**src/rtl/tage_update_if.sv**
```systemverilog
// tage_update_if: retire update request and shared table write port.
// master drives the resolved branch; slave is the update engine.
interface tage_update_if #(
  parameter int NUM_TABLES = 12,
  parameter int IDX_W      = 11,
  parameter int TAG_W      = 15,
  parameter int CTR_W      = 3,
  parameter int U_W        = 2
);
  logic                              upd_valid;
  logic                              upd_ready;
  logic                              upd_taken;
  logic                              upd_pred;
  logic [3:0]                        upd_provider;
  logic                              upd_alt_pred;
  logic [CTR_W-1:0]                  upd_prov_ctr;
  logic [U_W-1:0]                    upd_prov_u;
  logic [(NUM_TABLES+1)*IDX_W-1:0]   upd_idx;
  logic [NUM_TABLES*TAG_W-1:0]       upd_tag;
  logic [NUM_TABLES-1:0]             upd_u_vec;
  logic                              wr_valid;
  logic                              wr_bcast;
  logic [3:0]                        wr_table;
  logic [IDX_W-1:0]                  wr_idx;
  logic [2:0]                        wr_mask;
  logic [TAG_W-1:0]                  wr_tag;
  logic [CTR_W-1:0]                  wr_ctr;
  logic [U_W-1:0]                    wr_u;
  logic [3:0]                        use_alt_on_na;

  modport master (
    output upd_valid, upd_taken, upd_pred, upd_provider,
    output upd_alt_pred, upd_prov_ctr, upd_prov_u,
    output upd_idx, upd_tag, upd_u_vec,
    input  upd_ready, wr_valid, wr_bcast, wr_table, wr_idx,
    input  wr_mask, wr_tag, wr_ctr, wr_u, use_alt_on_na
  );

  modport slave (
    input  upd_valid, upd_taken, upd_pred, upd_provider,
    input  upd_alt_pred, upd_prov_ctr, upd_prov_u,
    input  upd_idx, upd_tag, upd_u_vec,
    output upd_ready, wr_valid, wr_bcast, wr_table, wr_idx,
    output wr_mask, wr_tag, wr_ctr, wr_u, use_alt_on_na
  );
endinterface

```
**src/rtl/tage_update.sv**
```systemverilog
// tage_update: TAGE retire-side update engine on one shared write port.
// Option TAGE_ALLOC_RANDOM_EN: LFSR may pick the second alloc candidate.
module tage_update #(
  parameter int NUM_TABLES = 12,
  parameter int IDX_W      = 11,
  parameter int TAG_W      = 15,
  parameter int CTR_W      = 3,
  parameter int U_W        = 2,
  parameter int TICK_W     = 19
) (
  input logic        clk,
  input logic        reset,
  tage_update_if.slave bus
);
  typedef enum logic [2:0] {
    S_IDLE, S_PROV, S_ALLOC, S_DECAY, S_SWEEP
  } state_t;

  localparam logic [3:0] NT = 4'(NUM_TABLES);
  localparam logic [CTR_W-1:0] C_MAX = '1;
  localparam logic [CTR_W-1:0] C_WT = CTR_W'(1 << (CTR_W-1));
  localparam logic [CTR_W-1:0] C_WN = CTR_W'((1 << (CTR_W-1)) - 1);
  localparam logic [U_W-1:0] U_MAX = '1;

  state_t                          state;
  logic                            taken_r, mis_r, has_r;
  logic [3:0]                      sel_r;
  logic [(NUM_TABLES+1)*IDX_W-1:0] idx_r;
  logic [NUM_TABLES*TAG_W-1:0]     tag_r;
  logic [TICK_W-1:0]               tick;
  logic [3:0]                      alt_ctr;

  logic              wv_q, wb_q;
  logic [3:0]        wt_q;
  logic [IDX_W-1:0]  wi_q;
  logic [2:0]        wm_q;
  logic [TAG_W-1:0]  wg_q;
  logic [CTR_W-1:0]  wc_q;
  logic [U_W-1:0]    wu_q;

  assign bus.upd_ready     = (state == S_IDLE);
  assign bus.wr_valid      = wv_q;
  assign bus.wr_bcast      = wb_q;
  assign bus.wr_table      = wt_q;
  assign bus.wr_idx        = wi_q;
  assign bus.wr_mask       = wm_q;
  assign bus.wr_tag        = wg_q;
  assign bus.wr_ctr        = wc_q;
  assign bus.wr_u          = wu_q;
  assign bus.use_alt_on_na = alt_ctr;

`ifdef TAGE_ALLOC_RANDOM_EN
  logic [1:0] lfsr;
  logic       has2;
  logic [3:0] second;
`endif

  logic [1:0]       b_ctr;
  logic [CTR_W-1:0] p_ctr;
  logic [U_W-1:0]   p_u;
  logic [2:0]       p_mask;
  logic             p_dir, mis, has1;
  logic [3:0]       first, sel;
  logic [3:0]       alt_nx;
  logic             ending;

  // Provider write, USE_ALT_ON_NA update and alloc target from raw inputs
  always_comb begin
    b_ctr  = bus.upd_prov_ctr[1:0];
    p_ctr  = '0;
    p_u    = '0;
    p_mask = 3'b010;
    p_dir  = bus.upd_prov_ctr[CTR_W-1];
    alt_nx = alt_ctr;
    if (bus.upd_provider == 4'd0) begin
      if (bus.upd_taken) b_ctr = (b_ctr == 2'd3) ? b_ctr : b_ctr + 2'd1;
      else               b_ctr = (b_ctr == 2'd0) ? b_ctr : b_ctr - 2'd1;
      p_ctr = CTR_W'(b_ctr);
    end else begin
      p_ctr = bus.upd_prov_ctr;
      if (bus.upd_taken) p_ctr = (p_ctr == C_MAX) ? p_ctr : p_ctr + 1'b1;
      else               p_ctr = (p_ctr == '0) ? p_ctr : p_ctr - 1'b1;
      if (p_dir != bus.upd_alt_pred) begin
        p_mask = 3'b011;
        p_u    = bus.upd_prov_u;
        if (p_dir == bus.upd_taken) p_u = (p_u == U_MAX) ? p_u : p_u + 1'b1;
        else                        p_u = (p_u == '0) ? p_u : p_u - 1'b1;
        if (bus.upd_prov_u == '0 &&
            (bus.upd_prov_ctr == C_WN || bus.upd_prov_ctr == C_WT)) begin
          if (bus.upd_alt_pred == bus.upd_taken)
            alt_nx = (alt_ctr == 4'hf) ? alt_ctr : alt_ctr + 4'd1;
          else
            alt_nx = (alt_ctr == 4'h0) ? alt_ctr : alt_ctr - 4'd1;
        end
      end
    end
    mis   = (bus.upd_pred != bus.upd_taken) && (bus.upd_provider < NT);
    has1  = 1'b0;
    first = '0;
`ifdef TAGE_ALLOC_RANDOM_EN
    has2   = 1'b0;
    second = '0;
`endif
    for (int j = 1; j <= NUM_TABLES; j++) begin
      if (4'(j) > bus.upd_provider && bus.upd_u_vec[j-1]) begin
        if (!has1) begin
          has1  = 1'b1;
          first = 4'(j);
        end
`ifdef TAGE_ALLOC_RANDOM_EN
        else if (!has2) begin
          has2   = 1'b1;
          second = 4'(j);
        end
`endif
      end
    end
`ifdef TAGE_ALLOC_RANDOM_EN
    sel = (has2 && lfsr[0]) ? second : first;
`else
    sel = first;
`endif
    if (!has1) sel = bus.upd_provider + 4'd1;
    ending = (state == S_ALLOC) || (state == S_DECAY && wt_q == NT);
  end

  // Sequencer: one registered write per cycle through PROV/ALLOC/DECAY/SWEEP
  always_ff @(posedge clk or negedge reset) begin
    if (!reset) begin
      state   <= S_IDLE;
      taken_r <= 1'b0;
      mis_r   <= 1'b0;
      has_r   <= 1'b0;
      sel_r   <= '0;
      idx_r   <= '0;
      tag_r   <= '0;
      tick    <= '0;
      alt_ctr <= 4'd8;
      wv_q    <= 1'b0;
      wb_q    <= 1'b0;
      wt_q    <= '0;
      wi_q    <= '0;
      wm_q    <= '0;
      wg_q    <= '0;
      wc_q    <= '0;
      wu_q    <= '0;
`ifdef TAGE_ALLOC_RANDOM_EN
      lfsr    <= 2'b01;
`endif
    end else if (ending) begin
      if (tick == '1) begin
        state <= S_SWEEP;
        wb_q  <= 1'b1;
        wt_q  <= '0;
        wi_q  <= '0;
        wm_q  <= 3'b001;
        wg_q  <= '0;
        wc_q  <= '0;
        wu_q  <= '0;
      end else begin
        state <= S_IDLE;
        wv_q  <= 1'b0;
      end
    end else begin
      unique case (state)
        S_IDLE: begin
          if (bus.upd_valid) begin
            state   <= S_PROV;
            taken_r <= bus.upd_taken;
            mis_r   <= mis;
            has_r   <= has1;
            sel_r   <= sel;
            idx_r   <= bus.upd_idx;
            tag_r   <= bus.upd_tag;
            alt_ctr <= alt_nx;
            wv_q    <= 1'b1;
            wb_q    <= 1'b0;
            wt_q    <= bus.upd_provider;
            wi_q    <= bus.upd_idx[bus.upd_provider*IDX_W +: IDX_W];
            wm_q    <= p_mask;
            wg_q    <= '0;
            wc_q    <= p_ctr;
            wu_q    <= p_u;
`ifdef TAGE_ALLOC_RANDOM_EN
            lfsr    <= {lfsr[0], lfsr[1] ^ lfsr[0]};
`endif
          end
        end
        S_PROV: begin
          if (!mis_r) begin
            state <= S_IDLE;
            wv_q  <= 1'b0;
          end else begin
            wt_q <= sel_r;
            wi_q <= idx_r[sel_r*IDX_W +: IDX_W];
            wu_q <= '0;
            if (has_r) begin
              state <= S_ALLOC;
              wm_q  <= 3'b111;
              wg_q  <= tag_r[(sel_r - 4'd1)*TAG_W +: TAG_W];
              wc_q  <= taken_r ? C_WT : C_WN;
              tick  <= (tick == '0) ? tick : tick - 1'b1;
            end else begin
              state <= S_DECAY;
              wm_q  <= 3'b001;
              wg_q  <= '0;
              wc_q  <= '0;
              tick  <= (tick == '1) ? tick : tick + 1'b1;
            end
          end
        end
        S_DECAY: begin
          wt_q <= wt_q + 4'd1;
          wi_q <= idx_r[(wt_q + 4'd1)*IDX_W +: IDX_W];
        end
        S_SWEEP: begin
          if (wi_q == '1) begin
            state <= S_IDLE;
            wv_q  <= 1'b0;
            wb_q  <= 1'b0;
            tick  <= '0;
          end else begin
            wi_q <= wi_q + 1'b1;
          end
        end
        default: ;
      endcase
    end
  end
endmodule

```
**src/flat_wrapper.sv**
```systemverilog
// flat-port wrapper written by rule: the top's interface ports become plain ports
module tage_update_flat 
#(
  parameter int NUM_TABLES = 12,
  parameter int IDX_W      = 11,
  parameter int TAG_W      = 15,
  parameter int CTR_W      = 3,
  parameter int U_W        = 2,
  parameter int TICK_W     = 19
)
  (clk, reset, bus_upd_valid, bus_upd_taken, bus_upd_pred, bus_upd_provider, bus_upd_alt_pred, bus_upd_prov_ctr, bus_upd_prov_u, bus_upd_idx, bus_upd_tag, bus_upd_u_vec, bus_upd_ready, bus_wr_valid, bus_wr_bcast, bus_wr_table, bus_wr_idx, bus_wr_mask, bus_wr_tag, bus_wr_ctr, bus_wr_u, bus_use_alt_on_na);
  tage_update_if #(.NUM_TABLES(NUM_TABLES), .IDX_W(IDX_W), .TAG_W(TAG_W), .CTR_W(CTR_W), .U_W(U_W)) bus_i ();
  input logic clk;
  input logic reset;
  input wire logic [$bits(bus_i.upd_valid)-1:0] bus_upd_valid;
  input wire logic [$bits(bus_i.upd_taken)-1:0] bus_upd_taken;
  input wire logic [$bits(bus_i.upd_pred)-1:0] bus_upd_pred;
  input wire logic [$bits(bus_i.upd_provider)-1:0] bus_upd_provider;
  input wire logic [$bits(bus_i.upd_alt_pred)-1:0] bus_upd_alt_pred;
  input wire logic [$bits(bus_i.upd_prov_ctr)-1:0] bus_upd_prov_ctr;
  input wire logic [$bits(bus_i.upd_prov_u)-1:0] bus_upd_prov_u;
  input wire logic [$bits(bus_i.upd_idx)-1:0] bus_upd_idx;
  input wire logic [$bits(bus_i.upd_tag)-1:0] bus_upd_tag;
  input wire logic [$bits(bus_i.upd_u_vec)-1:0] bus_upd_u_vec;
  output wire logic [$bits(bus_i.upd_ready)-1:0] bus_upd_ready;
  output wire logic [$bits(bus_i.wr_valid)-1:0] bus_wr_valid;
  output wire logic [$bits(bus_i.wr_bcast)-1:0] bus_wr_bcast;
  output wire logic [$bits(bus_i.wr_table)-1:0] bus_wr_table;
  output wire logic [$bits(bus_i.wr_idx)-1:0] bus_wr_idx;
  output wire logic [$bits(bus_i.wr_mask)-1:0] bus_wr_mask;
  output wire logic [$bits(bus_i.wr_tag)-1:0] bus_wr_tag;
  output wire logic [$bits(bus_i.wr_ctr)-1:0] bus_wr_ctr;
  output wire logic [$bits(bus_i.wr_u)-1:0] bus_wr_u;
  output wire logic [$bits(bus_i.use_alt_on_na)-1:0] bus_use_alt_on_na;
  assign bus_i.upd_valid = bus_upd_valid;
  assign bus_i.upd_taken = bus_upd_taken;
  assign bus_i.upd_pred = bus_upd_pred;
  assign bus_i.upd_provider = bus_upd_provider;
  assign bus_i.upd_alt_pred = bus_upd_alt_pred;
  assign bus_i.upd_prov_ctr = bus_upd_prov_ctr;
  assign bus_i.upd_prov_u = bus_upd_prov_u;
  assign bus_i.upd_idx = bus_upd_idx;
  assign bus_i.upd_tag = bus_upd_tag;
  assign bus_i.upd_u_vec = bus_upd_u_vec;
  assign bus_upd_ready = bus_i.upd_ready;
  assign bus_wr_valid = bus_i.wr_valid;
  assign bus_wr_bcast = bus_i.wr_bcast;
  assign bus_wr_table = bus_i.wr_table;
  assign bus_wr_idx = bus_i.wr_idx;
  assign bus_wr_mask = bus_i.wr_mask;
  assign bus_wr_tag = bus_i.wr_tag;
  assign bus_wr_ctr = bus_i.wr_ctr;
  assign bus_wr_u = bus_i.wr_u;
  assign bus_use_alt_on_na = bus_i.use_alt_on_na;
  tage_update #(.NUM_TABLES(NUM_TABLES), .IDX_W(IDX_W), .TAG_W(TAG_W), .CTR_W(CTR_W), .U_W(U_W), .TICK_W(TICK_W)) u_core (.clk(clk), .reset(reset), .bus(bus_i));
endmodule
```
**config.mk**
```make
export PLATFORM = sky130hd
export DESIGN_NAME = tage_update_flat
export DESIGN_NICKNAME = d
export VERILOG_FILES = /design/src/rtl/tage_update_if.sv /design/src/rtl/tage_update.sv /design/src/flat_wrapper.sv
export SDC_FILE = /design/constraint.sdc
export NUM_CORES = 2
export LEC_CHECK = 0
export BUFFER_PORTS_ARGS = -buffer_cell sky130_fd_sc_hd__buf_2
export CAP_MARGIN = 15
export CORE_MARGIN = 10
export CORE_UTILIZATION = 35
export DETAILED_ROUTE_END_ITERATION = 12
export HOLD_SLACK_MARGIN = 0.03
export PLACE_DENSITY = 0.59
export SLEW_MARGIN = 20
export SYNTH_ARGS = -nofsm -noshare
export SYNTH_HDL_FRONTEND = slang
export SYNTH_SLANG_ARGS = --single-unit
```
**constraint.sdc**
```tcl
create_clock -name clk -period 5.5 [get_ports clk]
set_clock_uncertainty 0.05 [all_clocks]
set_input_delay 1.65 -clock clk [delete_from_list [all_inputs] [get_ports clk]]
set_output_delay 1.65 -clock clk [all_outputs]
set_load 0.01 [all_outputs]
```
==> summary.md <==
| Metric | Value |
|---|---|
| Hold Crit Class | flip-flop to flip-flop |
| First-pass GRT wire length | roughly 240000 µm |
| Slowest stage cell on the critical path | xnor2_4 |
| Launch point of the worst reg-to-reg path | u_core.sel_r[0] |
| Detailed Place HPWL | roughly 130000 µm |
| Die Height | approximately 350 µm |
| Hold Fails Final Rpt | 0 |
| Critical Path Max Stage Delay | 0.91 ns |
| Number of port buffers | roughly 390 |
| CP startpoint | u_core.sel_r[0] |
| DR vias | 36230 |
| Final max-slew violation count | 0 |
| Crit path cell chain | inv_2 -> ha_4 -> xnor2_2 -> inv_1 -> ha_1 -> inv_1 -> fa_1 -> inv_1 -> fa_2 -> xnor2_4 -> buf_12 -> nor2_1 -> nor3_1 -> nand2_1 -> a31oi_1 -> o21ai_0 -> a2111o_1 -> nand2_1 |
| CP endpoint kind | flip-flop |
| Max-capacitance violation count | 0 |
| Htree depth | 2 |
| Cell variety after synth | 80 |
| Slew margin rel. | 0.2347 |
| # IOs | approximately 400 |
| Number of CTS-inserted buffers | 50 |
| Core area | 107400 µm² |
| GRT Total Usage | 0.2646 |
| Grt total ovfl | 0 |
| Fill count | ~11000 |
| Startpoint types | flip-flop |
| Worst EP arrival | roughly 5.8 ns |
| R2R setup slack | 0.28 ns |
| RSZ-0062 raised after global routing | no |
| Area growth syn-to-layout | 14.35% |
| Crit path kind | flip-flop to flip-flop |
| Final Core Density | 0.4036 |
| Fin Hold WS | 0.4253 ns |
| Clock Path Buffers | 3 |
| Initial antenna violation count | 17 |
| Later-pin clock latency in the skew report | 0.66 ns |
| Number of synthesized flops with an enable pin | 0 |
| Vias per cell | between 6 and 7 |
| Mapped Cells | between 4000 and 5000 |
| Warnings, synthesis | 0 |
| Initial Utilization | 0.3530 |
| Setup bufs post-CTS | 0 |
| Root buffer cell | clkbuf_16 |
| FF+latch count, synth | a little under 400 |
| Status | finished, final reports clean |
| Sinks on the clock net | around 400 |
| Synth top area share | 0.2841 |
| NumNets Final | between 4000 and 5000 |
| Final wirelength | ~170000 µm |
| Avg WL per Cell | 29.19 µm |
| Crit path required time | roughly 6 ns |
| Reg clk slew, reported paths | about 0.08 ns |
| Crit Path Max Fanout | 32 |
| 1st-iter DRT viols | slightly below 5000 |
| Maximum clock rate | around 0.19 GHz |
| Routability Congestion | just over 1 |
| Core Rows | 120 |
| Area leader, netlist | mux4_2 |
| Fin crit share | 0.9485 |
| Routed Antenna Nets | 0 |
| Synth async-reset ratio | 1.000 |
| Vias in the first global route | between 30000 and 40000 |
| Part of the Yosys area used for sequential elements | 0.2616 |
| Cell depth of the worst hold path | 1 |
| Die area | about 120000 µm² |
| DR pass1 iterations | 7 |
| Syn_nets | ~4500 |
| CTS tree | yes |
| Post-Syn Area | around 38000 µm² |
| Main area contributors after synthesis | mux4_2 28%, dfrtp_1 26%, nand2_1 12% |
| Ys flop type | dfrtp_1 |
| Count leader, synth | nand2_1 |
| Share of layout cells above drive strength 1 | 0.2837 |
| DRC viols | 0 |
| # setup viols final | 0 |
| R2r worst-path depth | 18 |
| CP dominant cell by count | inv_1 |
| Pin count of the biggest net entering global routing | approximately 140 |
| Min-Delay Startpoint | u_core.bus.wr_u[1] |
| Die width | about 350 µm |
| Synth cell count leaders | 1234 x nand2_1, 478 x mux4_2, 395 x dfrtp_1 |
| Worst-margin pin slew | about 1.1 ns |
| Mean Syn Cell Area | approximately 9.3 µm² |
| Period minus WS final | approximately 5.2 ns |
stage by stage:
stage	setup slack, ns	cells	instance area [µm²]	setup TNS (ns)
floorplan	-0.01294	4059	37970	-0.01294
global placement	0.2936	5626	41440	0
detailed placement	0.2585	5626	41440	0
global route	0.07479	5722	43320	0
CTS	0.2283	5720	43280	0
finish	0.2834	5725	43330	0
registers in the layout (all words and copies together), names as in the netlist:
| name | flops |
|---|---|
| u_core.bus.use_alt_on_na | 4 |
| u_core.bus.wr_bcast | 1 |
| u_core.bus.wr_ctr | 3 |
| u_core.bus.wr_idx | 11 |
| u_core.bus.wr_mask | 3 |
| u_core.bus.wr_table | 4 |
| u_core.bus.wr_tag | 15 |
| u_core.bus.wr_u | 2 |
| u_core.bus.wr_valid | 1 |
| u_core.has_r | 1 |
| u_core.idx_r | 143 |
| u_core.mis_r | 1 |
| u_core.sel_r | 4 |
| u_core.state | 3 |
| u_core.tag_r | 180 |
| u_core.taken_r | 1 |
| u_core.tick | 19 |
cells in the final DEF, fill, tap and decap left out, types with 13 or more instances in the layout:
cell,count
a31oi_1,27
buf_12,21
mux2_2,100
o211ai_1,18
o22ai_1,14
nand2b_1,15
xnor2_1,26
mux4_2,478
nand4_1,16
or3_1,17
clkbuf_16,51
o21ai_0,140
inv_1,57
xor2_1,13
nand2_1,1233
buf_4,105
a221oi_1,23
nor2_1,219
a211oi_1,41
a311oi_1,16
buf_2,393
o31ai_1,21
a21o_1,17
and3_1,15
ha_1,51
mux2i_1,147
a21oi_1,157
nor3_1,98
nand3_1,91
a22oi_1,15
and2_1,16
nor4_1,17
dfrtp_1,392
logic make-up after synthesis:
| logic type | synth area share |
|---|---|
| xor gates and xnor gates | 0.01133 |
| DFF | 0.2616 |
| buffers and inverters | 0.04834 |
| muxes | 0.3527 |
| adders and majority gates | 0.02344 |
| AOI/OAI and AO/OA | 0.1101 |
| and+or+nand+nor | 0.1926 |
per-layer routing:
metal / vias to the layer above / track usage / share of wire / routed length (µm)
met5: - / 0 / 0.00067 / 112
met2: 2285 / 0.3612 / 0.41 / 67930
met4: 18 / 0.05456 / 0.020 / 3416
li1: 15480 / - / - / -
met1: 18240 / 0.3986 / 0.44 / 74260
met3: 213 / 0.08845 / 0.13 / 21410
timing repair:
item	CTS	global route
hold buffers	0	0
endpoints found under the setup margin	0	4
resized for setup	0	1
cell type report:
type	instances	area, µm²	share of cell area
clock inverter	30	450.4	0.01040
inverter	62	235.2	0.005429
timing repair buffer	521	3218	0.07427
sequential	396	9920	0.2289
tap	1403	1755	0.04052
multi-input combinational	3245	26340	0.6080
antenna	4	10.01	0.0002310
clock buffer	64	1395	0.03220
critical path: cells and delay by family, from the launching register on:
kind / cells / cell delay (ns)
flops: 1 / 0.48
simple gates: 4 / 0.47
xor+xnor: 2 / 1.08
fa+ha+maj: 4 / 1.57
buf+inv: 5 / 0.56
compound gates: 3 / 0.90
worst paths after layout:
kind / endpoint
worst max-delay path: u_core.bus.wr_tag[1]
worst min-delay path: u_core.bus.wr_u[1]
worst max register to register: u_core.bus.wr_tag[1]
worst min register to register: u_core.bus.wr_u[1]
max in group asynchronous: u_core.tag_r[143]
min in group asynchronous: u_core.idx_r[12]
Power is left out: the tool's default activity adds up to more than one toggle a clock period on the data nets, which glitch-free logic cannot reach.
